$ cat config.mk
export PLATFORM = sky130hd
export DESIGN_NAME = evt_time_compressor_flat
export DESIGN_NICKNAME = d
export VERILOG_FILES = /design/src/rtl/evt_time_compressor_pkg.sv /design/src/rtl/evt_time_compressor_if.sv /design/src/rtl/evt_time_compressor.sv /design/src/flat_wrapper.sv
export SDC_FILE = /design/constraint.sdc
export NUM_CORES = 1
export LEC_CHECK = 0
export ABC_AREA = 1
export CORE_ASPECT_RATIO = 1.1
export CORE_MARGIN = 2
export CORE_UTILIZATION = 30
export DETAILED_ROUTE_END_ITERATION = 16
export PLACE_DENSITY = 0.66
export SLEW_MARGIN = 20
export SYNTH_ARGS = -nofsm -noshare
export SYNTH_HDL_FRONTEND = slang
export SYNTH_SLANG_ARGS = --single-unit
$ cat constraint.sdc
create_clock -name clk_i -period 1.7 [get_ports clk_i]
set_input_delay 0.34 -clock clk_i [delete_from_list [all_inputs] [get_ports clk_i]]
set_output_delay 0.34 -clock clk_i [all_outputs]
set_load 0.02 [all_outputs]
$ cat src/rtl/evt_time_compressor_pkg.sv
// evt_time_compressor_pkg: event stream types shared by the time compressor and its stream interface.
package evt_time_compressor_pkg;

    localparam int TIME_W = 16;
    localparam int PAYLOAD_W = 16;

    typedef enum logic [1:0] {
        EVT_SPIKE  = 2'd0,
        EVT_TIME   = 2'd1,
        EVT_SYNC   = 2'd2,
        EVT_UPDATE = 2'd3
    } evt_op_t;

    typedef logic [TIME_W-1:0] time_t;

    typedef struct packed {
        evt_op_t operation;
        time_t   value;
    } timestamp_t;

    typedef struct packed {
        timestamp_t             timestamp;
        logic [PAYLOAD_W-1:0]   payload;
    } evt_t;

endpackage

$ cat src/rtl/evt_time_compressor_if.sv
// SNE_EVENT_STREAM: valid/ready event stream with source and destination views.
interface SNE_EVENT_STREAM;
    import evt_time_compressor_pkg::*;

    evt_t evt;
    logic valid;
    logic ready;

    modport src (output evt, output valid, input ready);
    modport dst (input evt, input valid, output ready);

endinterface

$ cat src/rtl/evt_time_compressor.sv
// evt_time_compressor: drops time events of empty timesteps, holding the latest time
// until a data event, keep-alive limit, flush or disable forces it downstream.
module evt_time_compressor
    import evt_time_compressor_pkg::*;
#(
    parameter int MAX_GAP = 0
) (
    input  logic                clk_i,
    input  logic                rst_ni,
    input  logic                enable_i,
    input  logic                flush_i,
    SNE_EVENT_STREAM.dst        evt_stream_dst,
    SNE_EVENT_STREAM.src        evt_stream_src,
    output logic                time_drop_o
);

    localparam logic [1:0] IDLE    = 2'd0;
    localparam logic [1:0] PENDING = 2'd1;
    localparam logic [1:0] EMIT    = 2'd2;

    localparam int GW = (MAX_GAP < 2) ? 1 : $clog2(MAX_GAP + 1);
    localparam logic [GW:0] GAP_LIM = MAX_GAP[GW:0];

    logic [1:0]    state_q, state_d;
    time_t         held_q, held_d;
    time_t         last_q, last_d;
    logic          last_vld_q, last_vld_d;
    logic [GW-1:0] gap_q, gap_d;

    logic          is_time, incr, keep_alive;
    time_t         in_t;
    logic [GW-1:0] gap_base;
    logic [GW:0]   gap_inc;

    assign is_time    = evt_stream_dst.evt.timestamp.operation == EVT_TIME;
    assign in_t       = evt_stream_dst.evt.timestamp.value;
    assign incr       = (state_q == PENDING) ? (in_t > held_q) : (!last_vld_q || in_t > last_q);
    // gap counts absorbed steps of the current held run, including the one that opened it
    assign gap_base   = (state_q == IDLE) ? '0 : gap_q;
    assign gap_inc    = {1'b0, gap_base} + {{GW{1'b0}}, 1'b1};
    assign keep_alive = (MAX_GAP != 0) && (gap_inc == GAP_LIM);

    always_comb begin
        evt_stream_src.evt   = evt_stream_dst.evt;
        evt_stream_src.valid = evt_stream_dst.valid;
        evt_stream_dst.ready = evt_stream_src.ready;
        time_drop_o          = 1'b0;
        state_d              = state_q;
        held_d               = held_q;
        last_d               = last_q;
        last_vld_d           = last_vld_q;
        gap_d                = gap_q;
        if (state_q == EMIT) begin
            evt_stream_src.evt   = '{timestamp: '{operation: EVT_TIME, value: held_q}, payload: '0};
            evt_stream_src.valid = 1'b1;
            evt_stream_dst.ready = 1'b0;
            if (evt_stream_src.ready) begin
                last_d     = held_q;
                last_vld_d = 1'b1;
                state_d    = IDLE;
            end
        end else if (state_q == IDLE && !enable_i) begin
            if (evt_stream_dst.valid && evt_stream_src.ready && is_time) begin
                last_d     = in_t;
                last_vld_d = 1'b1;
            end
        end else if (state_q == PENDING && (flush_i || !enable_i || (evt_stream_dst.valid && !is_time))) begin
            evt_stream_src.valid = 1'b0;
            evt_stream_dst.ready = 1'b0;
            state_d              = EMIT;
        end else if (is_time) begin
            evt_stream_src.valid = 1'b0;
            evt_stream_dst.ready = 1'b1;
            if (evt_stream_dst.valid && incr) begin
                held_d  = in_t;
                gap_d   = gap_inc[GW-1:0];
                state_d = keep_alive ? EMIT : PENDING;
            end else begin
                time_drop_o = evt_stream_dst.valid;
            end
        end
    end

    always_ff @(posedge clk_i or negedge rst_ni) begin
        if (!rst_ni) begin
            state_q    <= IDLE;
            held_q     <= '0;
            last_q     <= '0;
            last_vld_q <= 1'b0;
            gap_q      <= '0;
        end else begin
            state_q    <= state_d;
            held_q     <= held_d;
            last_q     <= last_d;
            last_vld_q <= last_vld_d;
            gap_q      <= gap_d;
        end
    end

endmodule
$ cat src/flat_wrapper.sv
// flat-port wrapper written by rule: the top's interface ports become plain ports
module evt_time_compressor_flat import evt_time_compressor_pkg::*;
#(
    parameter int MAX_GAP = 0
)
  (clk_i, rst_ni, enable_i, flush_i, time_drop_o, evt_stream_dst_evt, evt_stream_dst_valid, evt_stream_dst_ready, evt_stream_src_evt, evt_stream_src_valid, evt_stream_src_ready);
  SNE_EVENT_STREAM evt_stream_dst_i ();
  SNE_EVENT_STREAM evt_stream_src_i ();
  input  logic clk_i;
  input  logic rst_ni;
  input  logic enable_i;
  input  logic flush_i;
  output logic time_drop_o;
  input wire logic [$bits(evt_stream_dst_i.evt)-1:0] evt_stream_dst_evt;
  input wire logic [$bits(evt_stream_dst_i.valid)-1:0] evt_stream_dst_valid;
  output wire logic [$bits(evt_stream_dst_i.ready)-1:0] evt_stream_dst_ready;
  output wire logic [$bits(evt_stream_src_i.evt)-1:0] evt_stream_src_evt;
  output wire logic [$bits(evt_stream_src_i.valid)-1:0] evt_stream_src_valid;
  input wire logic [$bits(evt_stream_src_i.ready)-1:0] evt_stream_src_ready;
  assign evt_stream_dst_i.evt = evt_stream_dst_evt;
  assign evt_stream_dst_i.valid = evt_stream_dst_valid;
  assign evt_stream_dst_ready = evt_stream_dst_i.ready;
  assign evt_stream_src_evt = evt_stream_src_i.evt;
  assign evt_stream_src_valid = evt_stream_src_i.valid;
  assign evt_stream_src_i.ready = evt_stream_src_ready;
  evt_time_compressor #(.MAX_GAP(MAX_GAP)) u_core (.clk_i(clk_i), .rst_ni(rst_ni), .enable_i(enable_i), .flush_i(flush_i), .evt_stream_dst(evt_stream_dst_i), .evt_stream_src(evt_stream_src_i), .time_drop_o(time_drop_o));
endmodule
Word level (Yosys, flattened, before mapping):

Cells that the tools add are included.

* order comparisons: 2
* equality and inequality tests: 5
* multiplexer cells: 29
* bitwise logic cells: 3
* reductions and logical operators: 20

Operators by type and width (count)
* $mux 16: 4
* $mux 34: 1
* $gt 16x16->1: 2
* $mux 1: 18
* $mux 2: 6
* $logic_and 1x1->1: 6
* $reduce_bool 3->1: 2
* $reduce_and 5->1: 1
* $eq 2x1->1 const B: 2
* $reduce_and 4->1: 1
* $reduce_bool 2->1: 2
* $logic_not 1->1: 3
* $logic_or 1x1->1: 3
* $not 1->1: 3
* $reduce_and 3->1: 1
* $eq 2x2->1 const B: 1
* $logic_not 2->1: 1
* $ne 2x1->1 const B: 1
* $ne 2x2->1 const B: 1

* flip-flop bits (word level): 35
* bits of input ports: 40
* output and inout bits: 37
* word-level logic and storage cells: 63

Longest topological paths before layout:

* depth in word-level cells: 9
* gate-level depth with buffers: 17

Worst setup path after synthesis:

No wires, ideal clock.

* kind: flip-flop to output port
* start point: register u_core.held_q[7]
* end point: output port time_drop_o
* arrival time: 1702 ps
* required time: 1360 ps
* slack: -342 ps
* stages on the path, launching flop included: 11
* path buffers: 0
* cells stage by stage: dfrtp_1 inv_1 ha_1 a21o_1 nor2_1 nand2_1 nand2_1 nand2_1 nand2_1 nand2_2 a21boi_0

* word-level cells in the longest chain between the ends: 8

RTL lines
* start: declaration: RTL line evt_time_compressor.sv:25 `time_t held_q, held_d;`
* start signal: assignment: RTL line evt_time_compressor.sv:93 `held_q <= held_d;`
* $gt 16x16->1: RTL line evt_time_compressor.sv:37 `assign incr = (state_q == PENDING) ? (in_t > held_q) : (!last_vld_q || in_t > last_q);`
* $mux 1: RTL line evt_time_compressor.sv:37
* $logic_and 1x1->1: RTL line evt_time_compressor.sv:74 `if (evt_stream_dst.valid && incr) begin`
* $mux 1: RTL line evt_time_compressor.sv:74
* $mux 1: RTL line evt_time_compressor.sv:71 `end else if (is_time) begin`
* $mux 1: RTL line evt_time_compressor.sv:67 `end else if (state_q == PENDING && (flush_i || !enable_i || (evt_stream_dst.valid && !is_time))) begin`
* $mux 1: RTL line evt_time_compressor.sv:62 `end else if (state_q == IDLE && !enable_i) begin`
* $mux 1: RTL line evt_time_compressor.sv:53 `if (state_q == EMIT) begin`
* end: declaration: RTL line flat_wrapper.sv:13 `output logic time_drop_o;`

No other way between the ends.

Final worst setup path:

* start point: register u_core.held_q[12]
* end point: output port time_drop_o

The elaborated chain is that of the path after synthesis.

==> impl_results.rst <==
.. list-table::
   :header-rows: 1

   * - Metric
     - Value
   * - Status
     - finished, violations left
   * - Failing checks
     - negative setup slack
   * - Share of the clock period used by the worst path
     - 1.37
   * - Multiplexer area fraction after synthesis
     - 0
   * - Cell chain of the critical path
     - inv_1 -> ha_1 -> nand2_1 -> nor3_2 -> nand3_1 -> nand2_1 -> nand2_2 -> a21boi_4 -> buf_6
   * - Count of port buffers added during placement
     - 76
   * - PwrDens
     - 1530 mW/mm^2
   * - Clock sink count
     - 35
   * - Vias per cell
     - around 4.7
   * - Delay of the slowest critical-path stage
     - 0.44 ns
   * - TritonCTS clock tree
     - done
   * - Tightest Hold Check Type
     - in -> async
   * - Final standard cell area without fillers
     - 0.00565 sq mm
   * - Combinational share of power
     - 0.763
   * - Total cell area at the placement stage
     - 0.00422 sq mm
   * - Net switching fraction of the power
     - 0.430
   * - Pin slew with the least headroom to its limit
     - 0.295 ns
   * - Max capacitance violation total
     - 0
   * - Critical path required time
     - roughly 1.4 ns
   * - Number of iterations in the first detailed-routing pass
     - 4
   * - Worst hold slack after final layout
     - 0.415 ns
   * - Post-Synthesis Mean Instance Area
     - 7.33 sq um
   * - Fraction of the core area covered by cells at the end of the flow
     - 0.639
   * - Number of diodes added for antenna fixing
     - 0
   * - Number of nets in the layout
     - ~640
   * - XOR/XNOR Fraction of Synth Area
     - 0
   * - Setup repair after global routing missed its margin
     - true
   * - Top cell by count, worst path
     - nand2_1
   * - Via count of the first global-routing pass
     - between 3k and 4k
   * - Endpoint arrival time on the critical path
     - 1.99 ns
   * - Floorplan Core Area
     - 0.00883 sq mm
   * - Drt drc
     - 0
   * - Number of warnings issued by yosys
     - 0
   * - # IOs
     - 77
   * - Count of filler cells inserted in the layout
     - 672
   * - Cell area after synthesis
     - 0.00273 sq mm
   * - Overall die height
     - 104 um
   * - Net count after synthesis
     - 444
   * - Total number of vias
     - 3205
   * - Filler-free cell count of the finished design
     - 685
   * - FF-to-FF End
     - u_core.held_q[11]
   * - First-pass GRT wire length
     - between 10000 and 15000 um
   * - Pin count of the biggest net entering global routing
     - 36
   * - Adder-cell share of the synthesized area
     - 0.147
   * - Core Rows
     - 36
   * - Final count of pins violating max slew
     - 0
   * - Gr ovfl total
     - 0
   * - Number of DRC markers in iteration 0
     - 124
   * - Final Hold Fails
     - 0
   * - Maximum operating frequency
     - 429 MHz
   * - Crit. Startpoint
     - u_core.held_q[12]
   * - Initial core utilization
     - 0.309
   * - CP endpoint kind
     - output pin
   * - Wire length per cell
     - 15.1 um
   * - Final worst clock skew
     - roughly 0.0057 ns
   * - Worst path slowest cell
     - dfrtp_1
   * - Largest driver fanout on the critical path
     - 3
   * - Hold-fix buffer count after cts
     - 0
   * - Main combinational cell family by area after synthesis
     - simple AND/OR/NAND/NOR gates
   * - Count of endpoints failing setup in the final report
     - 55
   * - Power after layout
     - 8.62 mW
   * - Post-layout min period
     - 2.33 ns
   * - Number of nets with antenna violations after routing
     - 0
   * - Crit Reg-Reg Startpoint
     - u_core.held_q[12]
   * - Cell total after placement
     - between 600 and 700
   * - Power share of the sequential group
     - 0.164
   * - Highest-count cells in the layout ignoring fill and taps
     - buf_4 (84), inv_1 (64), buf_6 (56)
   * - Max H-tree Level
     - 2
   * - Kind of critical path
     - reg -> out
   * - Count of mapped cells out of synthesis
     - 372
   * - Initial antenna violation count
     - 0
   * - Clock share of power
     - 0.073
   * - Buffer depth of the longest clock path
     - 2
   * - Total Routed Length
     - roughly 10000 um
   * - Leak pwr
     - 2.80 nW
   * - Flop2flop setup slack
     - -0.53 ns
   * - Clock latency on the worst-skew pair
     - 0.30 ns
   * - HPWL reported at the end of detailed placement
     - 5500 um
   * - Number of enable-type register cells in the synthesized netlist
     - 0
   * - Worst reg2reg path depth
     - 15
   * - Cell internal power dissipation
     - 4.91 mW
   * - Main synth FF type
     - dfrtp_1
   * - TritonCTS Buffers
     - 5
   * - Number of distinct library cell variants in the gate-level netlist after synthesis
     - 26
   * - Relative max-transition margin
     - 0.802
   * - Area enclosed by the die boundary
     - 0.00987 sq mm
   * - Kind of start point of the critical path
     - flop
   * - Area fraction in compound gates after synthesis
     - 0.160
   * - FFs w/ async S/R, synth
     - 1.00
   * - Fraction of final layout cells with drive strength greater than 1
     - 0.573
   * - Area growth from synthesis to layout
     - 107%
   * - Post-synthesis register bit count
     - 35
   * - RD Place Congestion
     - 0.840
   * - CTS Root Buffer Type
     - clkbuf_8
   * - Post-synthesis share of cell area spent on and, or, nand and nor gates
     - 0.233
   * - Most common cell after layout, fill and taps aside
     - buf_4
   * - IR drop worst, VDD
     - just over 0.7 mV
   * - Switching power total
     - 3.71 mW
   * - Overall die width
     - between 90 and 100 um
   * - Clock-pin transition on the worst setup and hold timing paths
     - 0.08 ns
   * - All-layer global routing usage
     - 0.184
   * - PnR worst setup slack
     - -0.633 ns
   * - Proportion of synthesized chip area in sequential cells
     - 0.321
## area by class of cell
cell class / count / area, sq um / area share
inverter: 80 / 320 / 0.0567
clock inverter: 3 / 15.0 / 0.00266
tap: 114 / 143 / 0.0253
timing repair buffer: 202 / 2110 / 0.374
sequential: 35 / 877 / 0.155
multi-input combinational: 246 / 2110 / 0.374
clock buffer: 5 / 68.8 / 0.0122
## through the flow
| stage | setup TNS [ns] | setup WS [ns] |
|---|---|---|
| final | -14.97 | -0.633 |
| after global routing | -19.98 | -0.743 |
| after CTS | -12.69 | -0.565 |
| after detailed placement | -30.23 | -1.21 |
| after global placement | -29.13 | -1.19 |
| after floorplan | -0.0375 | -0.0375 |
## metal layers
| layer | global-route usage | wire (um) | vias up |
|---|---|---|---|
| li1 | - | - | 1555 |
| met1 | 0.218 | 4020 | 1546 |
| met2 | 0.328 | 5680 | 82 |
| met3 | 0.0268 | 420 | 22 |
| met4 | 0.0725 | 247 | 0 |
| met5 | 0 | 0 | - |
## power by group through the flow
stage | clock, mW | sequential [mW] | combinational [mW]
after global routing | 0.661 | 1.43 | 7.07
after detailed placement | 0 | 1.39 | 4.00
final | 0.627 | 1.41 | 6.58
after CTS | 0.629 | 1.38 | 5.34
after floorplan | 0 | 1.37 | 2.14
after global placement | 0 | 1.38 | 3.91
## kinds of logic after synthesis
kind of cell / count (synthesis)
AND/OR/NAND/NOR: 142
buffers and inverters: 91
flip-flops: 35
AO/OA/AOI/OAI: 72
adder cells (fa/ha/maj): 32
## synth_stat cells (2+ instances only)
library cell   n  area share
buf_4          3      0.0083
nor3_2         3       0.011
nand3_1        6       0.011
dfrtp_1       35        0.32
nor2_4         3       0.012
a21oi_1       15       0.028
nand4_1        2      0.0046
inv_2          5      0.0069
buf_2          4      0.0073
nor2_1        31       0.043
buf_6          3       0.012
nand2_2        6       0.014
nand2_1       88        0.12
ha_1          32        0.15
o21ai_1       17       0.031
inv_1         75        0.10
o21ai_2       17       0.055
o21ai_0       19       0.035
## flip-flops by register name, summed over array words and instances (netlist names)
register	cells
u_core.state_q	2
u_core.last_q	16
u_core.last_vld_q	1
u_core.held_q	16
## critical path: cells and delay by family (launching register included)
| kind | cells | cell delay (ns) |
|---|---|---|
| adder cells (fa/ha/maj) | 1 | 0.27 |
| flip-flops | 1 | 0.44 |
| AO/OA/AOI/OAI | 1 | 0.17 |
| buffers and inverters | 2 | 0.19 |
| AND/OR/NAND/NOR | 5 | 0.61 |
## timing repair
item                                    CTS  global route
pin swaps                                17            13
endpoints found under the setup margin   55            70
endpoints found under the hold margin     0             0
resized for setup                       356           115
buffers inserted                         26            19
cloned                                    6             3
## how the worst max path moves through the flow
stage                             end  slack, ns  depth (start not counted)
after detailed placement  time_drop_o      -1.21                         10
after global placement    time_drop_o      -1.19                         10
after CTS                 time_drop_o      -0.57                         12
final                     time_drop_o      -0.63                          9
after floorplan           time_drop_o      -0.04                         10
after global routing      time_drop_o      -0.74                          9
Power figures use the tool's default switching activity.
